## src/rtl/phase_controller.sv

```systemverilog
// -----------------------------------------------------------------------------
// phase_controller
//
// Traffic-light phase sequencer. A tick-driven Moore FSM walks through the
// main, left-turn, secondary and pedestrian phases. Each phase has its own
// duration timer, and a latched pedestrian request is kept between phases.
// Lane-comparison flags from the upstream comparator can shorten the green
// phases. The flags never reach the lights combinationally.
//
// Parameters
//   GREEN_MIN  minimum green duration in ticks          (1 <= GREEN_MIN)
//   GREEN_MAX  maximum (extended) green duration, ticks (GREEN_MIN <= GREEN_MAX)
//   YELLOW     yellow duration in ticks                 (>= 1)
//   PED_WALK   pedestrian walk duration in ticks        (>= 1)
//   CNT_W      timer width; every duration must be < 2**CNT_W
//
// Ports
//   clk         single clock; all state updates occur on the rising edge
//   rst_n       asynchronous active-low reset
//   tick        one-cycle time-base enable; nothing advances without it
//   m_more      main queue exceeds twice the left queue
//   l_zero      left queue empty
//   s_more      secondary queue equals main queue
//   p_more      pedestrian count exceeds main plus secondary (sampled every cycle)
//   main_light  main head       {red, yellow, green}, one-hot
//   left_light  left-turn head  {red, yellow, green}, one-hot
//   sec_light   secondary head  {red, yellow, green}, one-hot
//   ped_walk    walk indication, high only in PED
//   phase       current state encoding
//   timer       ticks completed in the current state
// -----------------------------------------------------------------------------
module phase_controller #(
  parameter int unsigned GREEN_MIN = 8,
  parameter int unsigned GREEN_MAX = 20,
  parameter int unsigned YELLOW    = 3,
  parameter int unsigned PED_WALK  = 10,
  parameter int unsigned CNT_W     = 5
) (
  input  logic             clk,
  input  logic             rst_n,
  input  logic             tick,
  input  logic             m_more,
  input  logic             l_zero,
  input  logic             s_more,
  input  logic             p_more,
  output logic [2:0]       main_light,
  output logic [2:0]       left_light,
  output logic [2:0]       sec_light,
  output logic             ped_walk,
  output logic [2:0]       phase,
  output logic [CNT_W-1:0] timer
);

  // ---------------------------------------------------------------------------
  // State encoding. The values are visible on the phase output, so they are fixed.
  // ---------------------------------------------------------------------------
  localparam logic [2:0] MAIN_G  = 3'd0;
  localparam logic [2:0] MAIN_Y  = 3'd1;
  localparam logic [2:0] LEFT_G  = 3'd2;
  localparam logic [2:0] LEFT_Y  = 3'd3;
  localparam logic [2:0] SEC_G   = 3'd4;
  localparam logic [2:0] SEC_Y   = 3'd5;
  localparam logic [2:0] PED     = 3'd6;
  localparam logic [2:0] ALL_RED = 3'd7;

  // Signal-head encodings: {red, yellow, green}.
  localparam logic [2:0] HEAD_RED = 3'b100;
  localparam logic [2:0] HEAD_YEL = 3'b010;
  localparam logic [2:0] HEAD_GRN = 3'b001;

  // Durations converted once to timer width so every compare is width-matched.
  localparam logic [CNT_W-1:0] GMIN_C = CNT_W'(GREEN_MIN);
  localparam logic [CNT_W-1:0] GMAX_C = CNT_W'(GREEN_MAX);
  localparam logic [CNT_W-1:0] YEL_C  = CNT_W'(YELLOW);
  localparam logic [CNT_W-1:0] WALK_C = CNT_W'(PED_WALK);
  localparam logic [CNT_W-1:0] ONE_C  = CNT_W'(1);

  // ---------------------------------------------------------------------------
  // Registers and their next-state values
  // ---------------------------------------------------------------------------
  logic [2:0]       state_q, state_d;
  logic [2:0]       next_ph_q, next_ph_d;     // target of the current ALL_RED
  logic [CNT_W-1:0] timer_q, timer_d;
  logic             ped_pending_q, ped_pending_d;

  // Exit decode for the current state
  logic [CNT_W-1:0] ticks_n;                  // ticks completed if this tick counts
  logic             exit_now;                 // current state ends on this tick
  logic [2:0]       exit_to;                  // state entered when it ends
  logic             load_next;                // latch a new ALL_RED target
  logic [2:0]       next_target;
  logic             entering_ped;

  // ---------------------------------------------------------------------------
  // Exit conditions. They are evaluated as if the current cycle carries a tick.
  // The result is used only when tick is high. The timer is bounded by every
  // exit condition, so ticks_n never wraps.
  // ---------------------------------------------------------------------------
  // NOTE: every output of this block gets a default first, so no path leaves a
  // variable unassigned and no latch is inferred.
  always_comb begin
    ticks_n     = timer_q + ONE_C;
    exit_now    = 1'b0;
    exit_to     = state_q;
    load_next   = 1'b0;
    next_target = next_ph_q;

    case (state_q)
      MAIN_G: begin
        exit_now = ((ticks_n >= GMIN_C) && !m_more) || (ticks_n == GMAX_C);
        exit_to  = MAIN_Y;
      end
      LEFT_G: begin
        exit_now = ((ticks_n >= GMIN_C) && l_zero) || (ticks_n == GMAX_C);
        exit_to  = LEFT_Y;
      end
      SEC_G: begin
        exit_now = ((ticks_n >= GMIN_C) && !s_more) || (ticks_n == GMAX_C);
        exit_to  = SEC_Y;
      end
      // Each yellow phase leaves through ALL_RED. It chooses the phase that
      // follows the all-red interval now, from the flags on its exit tick.
      MAIN_Y: begin
        exit_now    = (ticks_n == YEL_C);
        exit_to     = ALL_RED;
        load_next   = 1'b1;
        next_target = l_zero ? SEC_G : LEFT_G;
      end
      LEFT_Y: begin
        exit_now    = (ticks_n == YEL_C);
        exit_to     = ALL_RED;
        load_next   = 1'b1;
        next_target = SEC_G;
      end
      SEC_Y: begin
        exit_now    = (ticks_n == YEL_C);
        exit_to     = ALL_RED;
        load_next   = 1'b1;
        // A request that arrives on this very cycle still counts. It is not
        // yet in ped_pending_q.
        next_target = (ped_pending_q || p_more) ? PED : MAIN_G;
      end
      PED: begin
        exit_now    = (ticks_n == WALK_C);
        exit_to     = ALL_RED;
        load_next   = 1'b1;
        next_target = MAIN_G;
      end
      default: begin // ALL_RED: one tick, then go to the latched target
        exit_now = (ticks_n == ONE_C);
        exit_to  = next_ph_q;
      end
    endcase
  end

  // ---------------------------------------------------------------------------
  // Next-state, timer and pedestrian-request logic
  // ---------------------------------------------------------------------------
  always_comb begin
    state_d       = state_q;
    timer_d       = timer_q;
    next_ph_d     = next_ph_q;
    ped_pending_d = ped_pending_q;

    if (tick) begin
      if (exit_now) begin
        state_d = exit_to;
        timer_d = '0;
        if (load_next) begin
          next_ph_d = next_target;
        end
      end else begin
        timer_d = ticks_n;
      end
    end

    // The request is consumed on the edge that enters PED. The clear has
    // priority, because a request seen during that same cycle is served by
    // the walk phase that is starting.
    entering_ped = tick && exit_now && (exit_to == PED) && (state_q != PED);
    if (entering_ped) begin
      ped_pending_d = 1'b0;
    end else if (p_more && (state_q != PED)) begin
      ped_pending_d = 1'b1;
    end
  end

  // NOTE: state registers use non-blocking assignments only. All flops then
  // sample the values from before the edge, and simulation matches hardware.
  always_ff @(posedge clk or negedge rst_n) begin
    if (!rst_n) begin
      state_q       <= ALL_RED;
      next_ph_q     <= MAIN_G;
      timer_q       <= '0;
      ped_pending_q <= 1'b0;
    end else begin
      state_q       <= state_d;
      next_ph_q     <= next_ph_d;
      timer_q       <= timer_d;
      ped_pending_q <= ped_pending_d;
    end
  end

  // ---------------------------------------------------------------------------
  // Moore output decode. The outputs depend only on the state register.
  // Reset forces ALL_RED, so every head goes red as soon as rst_n falls.
  // ---------------------------------------------------------------------------
  always_comb begin
    main_light = HEAD_RED;
    left_light = HEAD_RED;
    sec_light  = HEAD_RED;
    ped_walk   = 1'b0;

    case (state_q)
      MAIN_G:  main_light = HEAD_GRN;
      MAIN_Y:  main_light = HEAD_YEL;
      LEFT_G:  left_light = HEAD_GRN;
      LEFT_Y:  left_light = HEAD_YEL;
      SEC_G:   sec_light  = HEAD_GRN;
      SEC_Y:   sec_light  = HEAD_YEL;
      PED:     ped_walk   = 1'b1;
      default: ; // ALL_RED: every head red
    endcase
  end

  assign phase = state_q;
  assign timer = timer_q;

endmodule

```

## config.mk

```make
export PLATFORM = sky130hd
export DESIGN_NAME = phase_controller
export DESIGN_NICKNAME = d
export VERILOG_FILES = /design/src/rtl/phase_controller.sv
export SDC_FILE = /design/constraint.sdc
export NUM_CORES = 1
export LEC_CHECK = 0
export BUFFER_PORTS_ARGS = -buffer_cell sky130_fd_sc_hd__buf_2
export CAP_MARGIN = 20
export CORE_MARGIN = 8
export CORE_UTILIZATION = 54
export CTS_BUF_LIST = sky130_fd_sc_hd__clkbuf_2 sky130_fd_sc_hd__clkbuf_4 sky130_fd_sc_hd__clkbuf_8
export DETAILED_ROUTE_END_ITERATION = 10
export HOLD_SLACK_MARGIN = 0.08
export PLACE_DENSITY = 0.81
export SYNTH_ARGS = -nofsm -noshare
export SYNTH_HDL_FRONTEND = slang
export SYNTH_SLANG_ARGS = --single-unit
```

## constraint.sdc

```tcl
create_clock -name clk -period 2.1 [get_ports clk]
set_input_delay 0 -clock clk [delete_from_list [all_inputs] [get_ports clk]]
set_output_delay 0 -clock clk [all_outputs]
set_load 0.01 [all_outputs]
```

Word level (Yosys, flattened, before mapping). Index checks and enable logic that the tools add are counted.

Register bits after elaboration: 12. Bits of input ports: 7. Output and inout bits: 18.

Eq/ne operators: 12. $lt $le $gt $ge: 1. Add/sub/neg operators: 1. Mux-type cells: 13. Reductions and logical operators: 20.

Operators with widths (number): one-hot mux 3 bit (4 select lines) (2); one-hot mux 3 bit (2 select lines) (3); == test 3 bit (second input constant) (4); logical AND 1 bit (7); == test 3 x 2 -> 1 bit (second input constant) (2); 2-to-1 mux 3 bit (2); adder 5 x 1 -> 5 bit (second input constant) (1); == test 5 x 1 -> 1 bit (second input constant) (1); == test 5 x 2 -> 1 bit (second input constant) (1); == test 5 x 4 -> 1 bit (second input constant) (1); == test 5 bit (second input constant) (1); greater-or-equal comparator 5 x 4 -> 1 bit (second input constant) (1); 2-to-1 mux 5 bit (1); one-hot mux 1 bit (5 select lines) (1); logical OR 1 bit (4); 2-to-1 mux 1 bit (4); AND reduction 4 bit (1); nonzero test 4 bit (1); OR reduction 4 bit (1); == test 3 x 1 -> 1 bit (second input constant) (1); logical NOT 3 bit (1); != test 3 bit (second input constant) (1); OR reduction 3 bit (1); logical NOT 1 bit (2); 2 further kinds (2).

Depth between registers and ports, before layout.
Depth after elaboration: 9. Depth in mapped cells: 9. Gate-level depth less buffers: 7.

Worst setup path after synthesis. No wires, ideal clock.

Kind: register to register. Start point: register timer_q[0] (netlist: timer[0]). End point: register next_ph_q[2]. Period minus slack after synthesis: 1.967 ns. Required time: 1.973 ns. Cell stages (with the launch flop): 7. Slack: 0.133 ns. Buffers on the path: 0. Data arrival time: 1.840 ns. Cell sequence: dfrtp_1 > ha_1 > xor2_1 > nand2_1 > a221oi_2 > and3_2 > mux2_1.

Cells in the longest elaborated chain, start to end: 6.

RTL lines: start, declared (RTL line 83) `logic [CNT_W-1:0] timer_q, timer_d;`; start signal, assigned (RTL line 199) `timer_q <= timer_d;`; adder 5 x 1 -> 5 bit (*) (RTL line 102) `ticks_n = timer_q + ONE_C;`; greater-or-equal comparator 5 x 4 -> 1 bit (RTL line 110, 114, 118); logical AND 1 bit (on tied branches) (RTL line 118, 110, 114); logical OR 1 bit (on tied branches) (RTL line 118, 110, 114); one-hot mux 1 bit (5 select lines) (*) (RTL line 108) `case (state_q)`; AND reduction 4 bit (no line) (*); end signal, assigned (RTL line 198) `next_ph_q <= next_ph_d;`; end, declared (RTL line 82) `logic [2:0] next_ph_q, next_ph_d;`.

Every way passes the cells marked *; elsewhere a longest branch is shown, timed or not. A chain may end at the register's enable or synchronous reset.

Final worst setup path. Ends and elaborated chain as after synthesis.

==> run metrics <==
status completed; Congestion Overflow GR 0; die area 3370 sq um; Critical path buffers and inverters 0; cells after synthesis 115; largest net degree at the start of global routing 19; setup ws final 94.9 ps; routed vias 968; Logic pwr share 0.578; Yosys warnings 0; fin crit period 2010 ps; async set-or-reset flop fraction in the synthesized netlist 1.00; Layout Nets 153; CP max stage delay 450 ps; leakage 0.528 nW; Final TNS setup 0 ps; Final Hold Vio Count 0; Starting DRT DRC Count 47; R2R cell count 6; io pins 25; number of global-route vias before repair 843; Post-synth EDFFs 0; Period Utilization, post-route 0.955; Final Util 0.671; GP Congestion 0.825; sw frac 0.457; Crit Path Category reg -> reg; DRC Markers 0; critical path endpoint next_ph_q[2]$_DFFE_PN0P_; Yosys top cell area share 0.210; CTS Buf Count 3; CP Max Fanout 4; Slew Limit Fails 0; synthesized area 953 sq um; Buffers on Ports 24; Final setup viols 0; Critical path origin timer[0]$_DFFE_PN0P_; Max Cap Viol 0; register clock-pin slew on the reported worst setup and hold paths 80 ps; R2R setup slack 90 ps; Arrival @ worst endpoint 2140 ps; critical path cell sequence ha_4 -> xor2_1 -> nand2_1 -> a221oi_2 -> and3_4 -> mux2_1; RR Endpoint next_ph_q[2]$_DFFE_PN0P_; RSZ-0062 raised after global routing false; Worst Max-Slew Pin Slew 336 ps; register share of total power 0.316; FF+latch count, synth 11; sequential-to-total area share from yosys stat 0.293; ys flop type dfrtp_1; Clock Skews 10.8 ps; Synth area leader dfrtp_1; die width 58.0 um; Die Y-Extent 58.0 um; # rows 15; critical path data required time 2230 ps; DR pass1 iterations 5; Total GRT Usage 0.140; Starting Density 0.564; syn nets 124; slowest CP cell dfrtp_2; Via density 6.05; number of antenna diodes 0; Switch Pwr 0.662 mW; Crit. End Element flip-flop; htree depth 1; worst hold path type in -> async; Clock Sinks 11; CTS tree built; most common cell in the netlist nor2_1; reg-to-reg startpoint timer[0]$_DFFE_PN0P_; Max Fclk 499 MHz; Slew HR 0.773; fillers 141; Worst path depth 6; core footprint 1690 sq um; P&R area growth vs syn 18.9%; antenna violations before repair 0; mean area per synthesized cell 8.29 sq um; most instantiated cells after synthesis nor2_1 (18), nand2_1 (9), dfrtp_1 (8); PwrDens 1280 nW/um^2; DR WL/cell 14.8 um; final WL 2370 um; crit start category flip-flop; main area contributors after synthesis dfrtp_1 (21%), dfstp_2 (8.3%), nor2_1 (7.1%), nand2b_1 (3.9%), nand2_1 (3.5%); post-DP HPWL 1700 um; Clk pwr share 0.106; Tot Pwr 1.45 mW; Worst-Skew Late Latency 260 ps; Root Driver clkbuf_4; clock buffer depth 2; CP top delay family flip-flops; Power Internal 0.786 mW; Cell variety after synth 45; global-route wire length before repair 3860 um; ANT nets after route 0; post-place setup slack 94.5 ps; layout cell share with drive strength beyond 1 0.350; Worst VDD drop 717 uV
cells in the final DEF (no fill, tap or decap), types with 3 or more instances in the layout:
cell type / count
clkbuf_4: 4
nor2_1: 18
a31oi_1: 3
nand2b_1: 6
buf_2: 24
buf_4: 8
dfrtp_1: 7
nand4_1: 3
o21ai_0: 6
nand3_1: 4
inv_1: 6
nand2_1: 9
stage by stage:
stage | instance area (sq um) | hold WS, ps | std cells
global placement | 1030 | -121 | 150
detailed placement | 1030 | -118 | 150
global route | 1130 | 142 | 160
finish | 1130 | 126 | 160
CTS | 1080 | 128 | 156
floorplan | 953 | -296 | 115
sequential cells by signal, indices dropped and copies added (netlist names):
name           flops
next_ph_q          2
timer              5
phase              3
ped_pending_q      1
per-layer routing:
metal  global-route usage  wire length, um  vias to the layer above  share of wire
li1                     -                -                      462              -
met2                0.218             1170                       52           0.49
met1                0.184              978                      452           0.41
met4               0.0524               17                        0         0.0072
met5                    0                0                        -              0
met3               0.0309              204                        2          0.086
how the worst min path moves through the flow:
stage	from	to	slack (ps)	depth (start not counted)
after floorplan	rst_n	next_ph_q[1]$_DFFE_PN0P_	-300	0
after global placement	rst_n	timer[4]$_DFFE_PN0P_	-120	1
after detailed placement	rst_n	timer[4]$_DFFE_PN0P_	-120	1
after CTS	rst_n	timer[4]$_DFFE_PN0P_	130	2
after global routing	rst_n	timer[3]$_DFFE_PN0P_	140	2
final	rst_n	timer[3]$_DFFE_PN0P_	130	2
power groups by stage:
stage          clock (mW)  combinational, mW  sequential [mW]
2_1_floorplan           0              0.619            0.398
3_3_place_gp            0              0.737            0.446
3_5_place_dp            0              0.756            0.452
4_1_cts             0.160              0.763            0.448
5_1_grt             0.167              0.925            0.476
6_report            0.153              0.837            0.458
cells by family (layout without fill, tap and decap cells):
| group | after synthesis | count (layout) | share of synthesized area |
|---|---|---|---|
| AOI/OAI and AO/OA | 29 | 29 | 0.231 |
| DFF | 11 | 11 | 0.293 |
| xor gates and xnor gates | 4 | 4 | 0.0368 |
| and+or+nand+nor | 50 | 50 | 0.257 |
| adders and majority gates | 3 | 3 | 0.0367 |
| muxes | 2 | 2 | 0.0223 |
| buffers and inverters | 16 | 44 | 0.123 |
final cells by class:
class | instances | area (sq um) | area share
Timing Repair Buffer | 34 | 200 | 0.177
Multi-Input combinational cell | 88 | 576 | 0.508
Clock buffer | 4 | 30.0 | 0.0265
Sequential cell | 11 | 284 | 0.251
Inverter | 6 | 22.5 | 0.0199
Tap cell | 17 | 21.3 | 0.0188
what timing repair did:
action	CTS	global route
hold endpoints to repair	12	0
hold buffers	2	0
setup buffers	0	4
setup endpoints to repair	0	4
gates resized for setup	0	5
(Power assumes the default switching activity.)
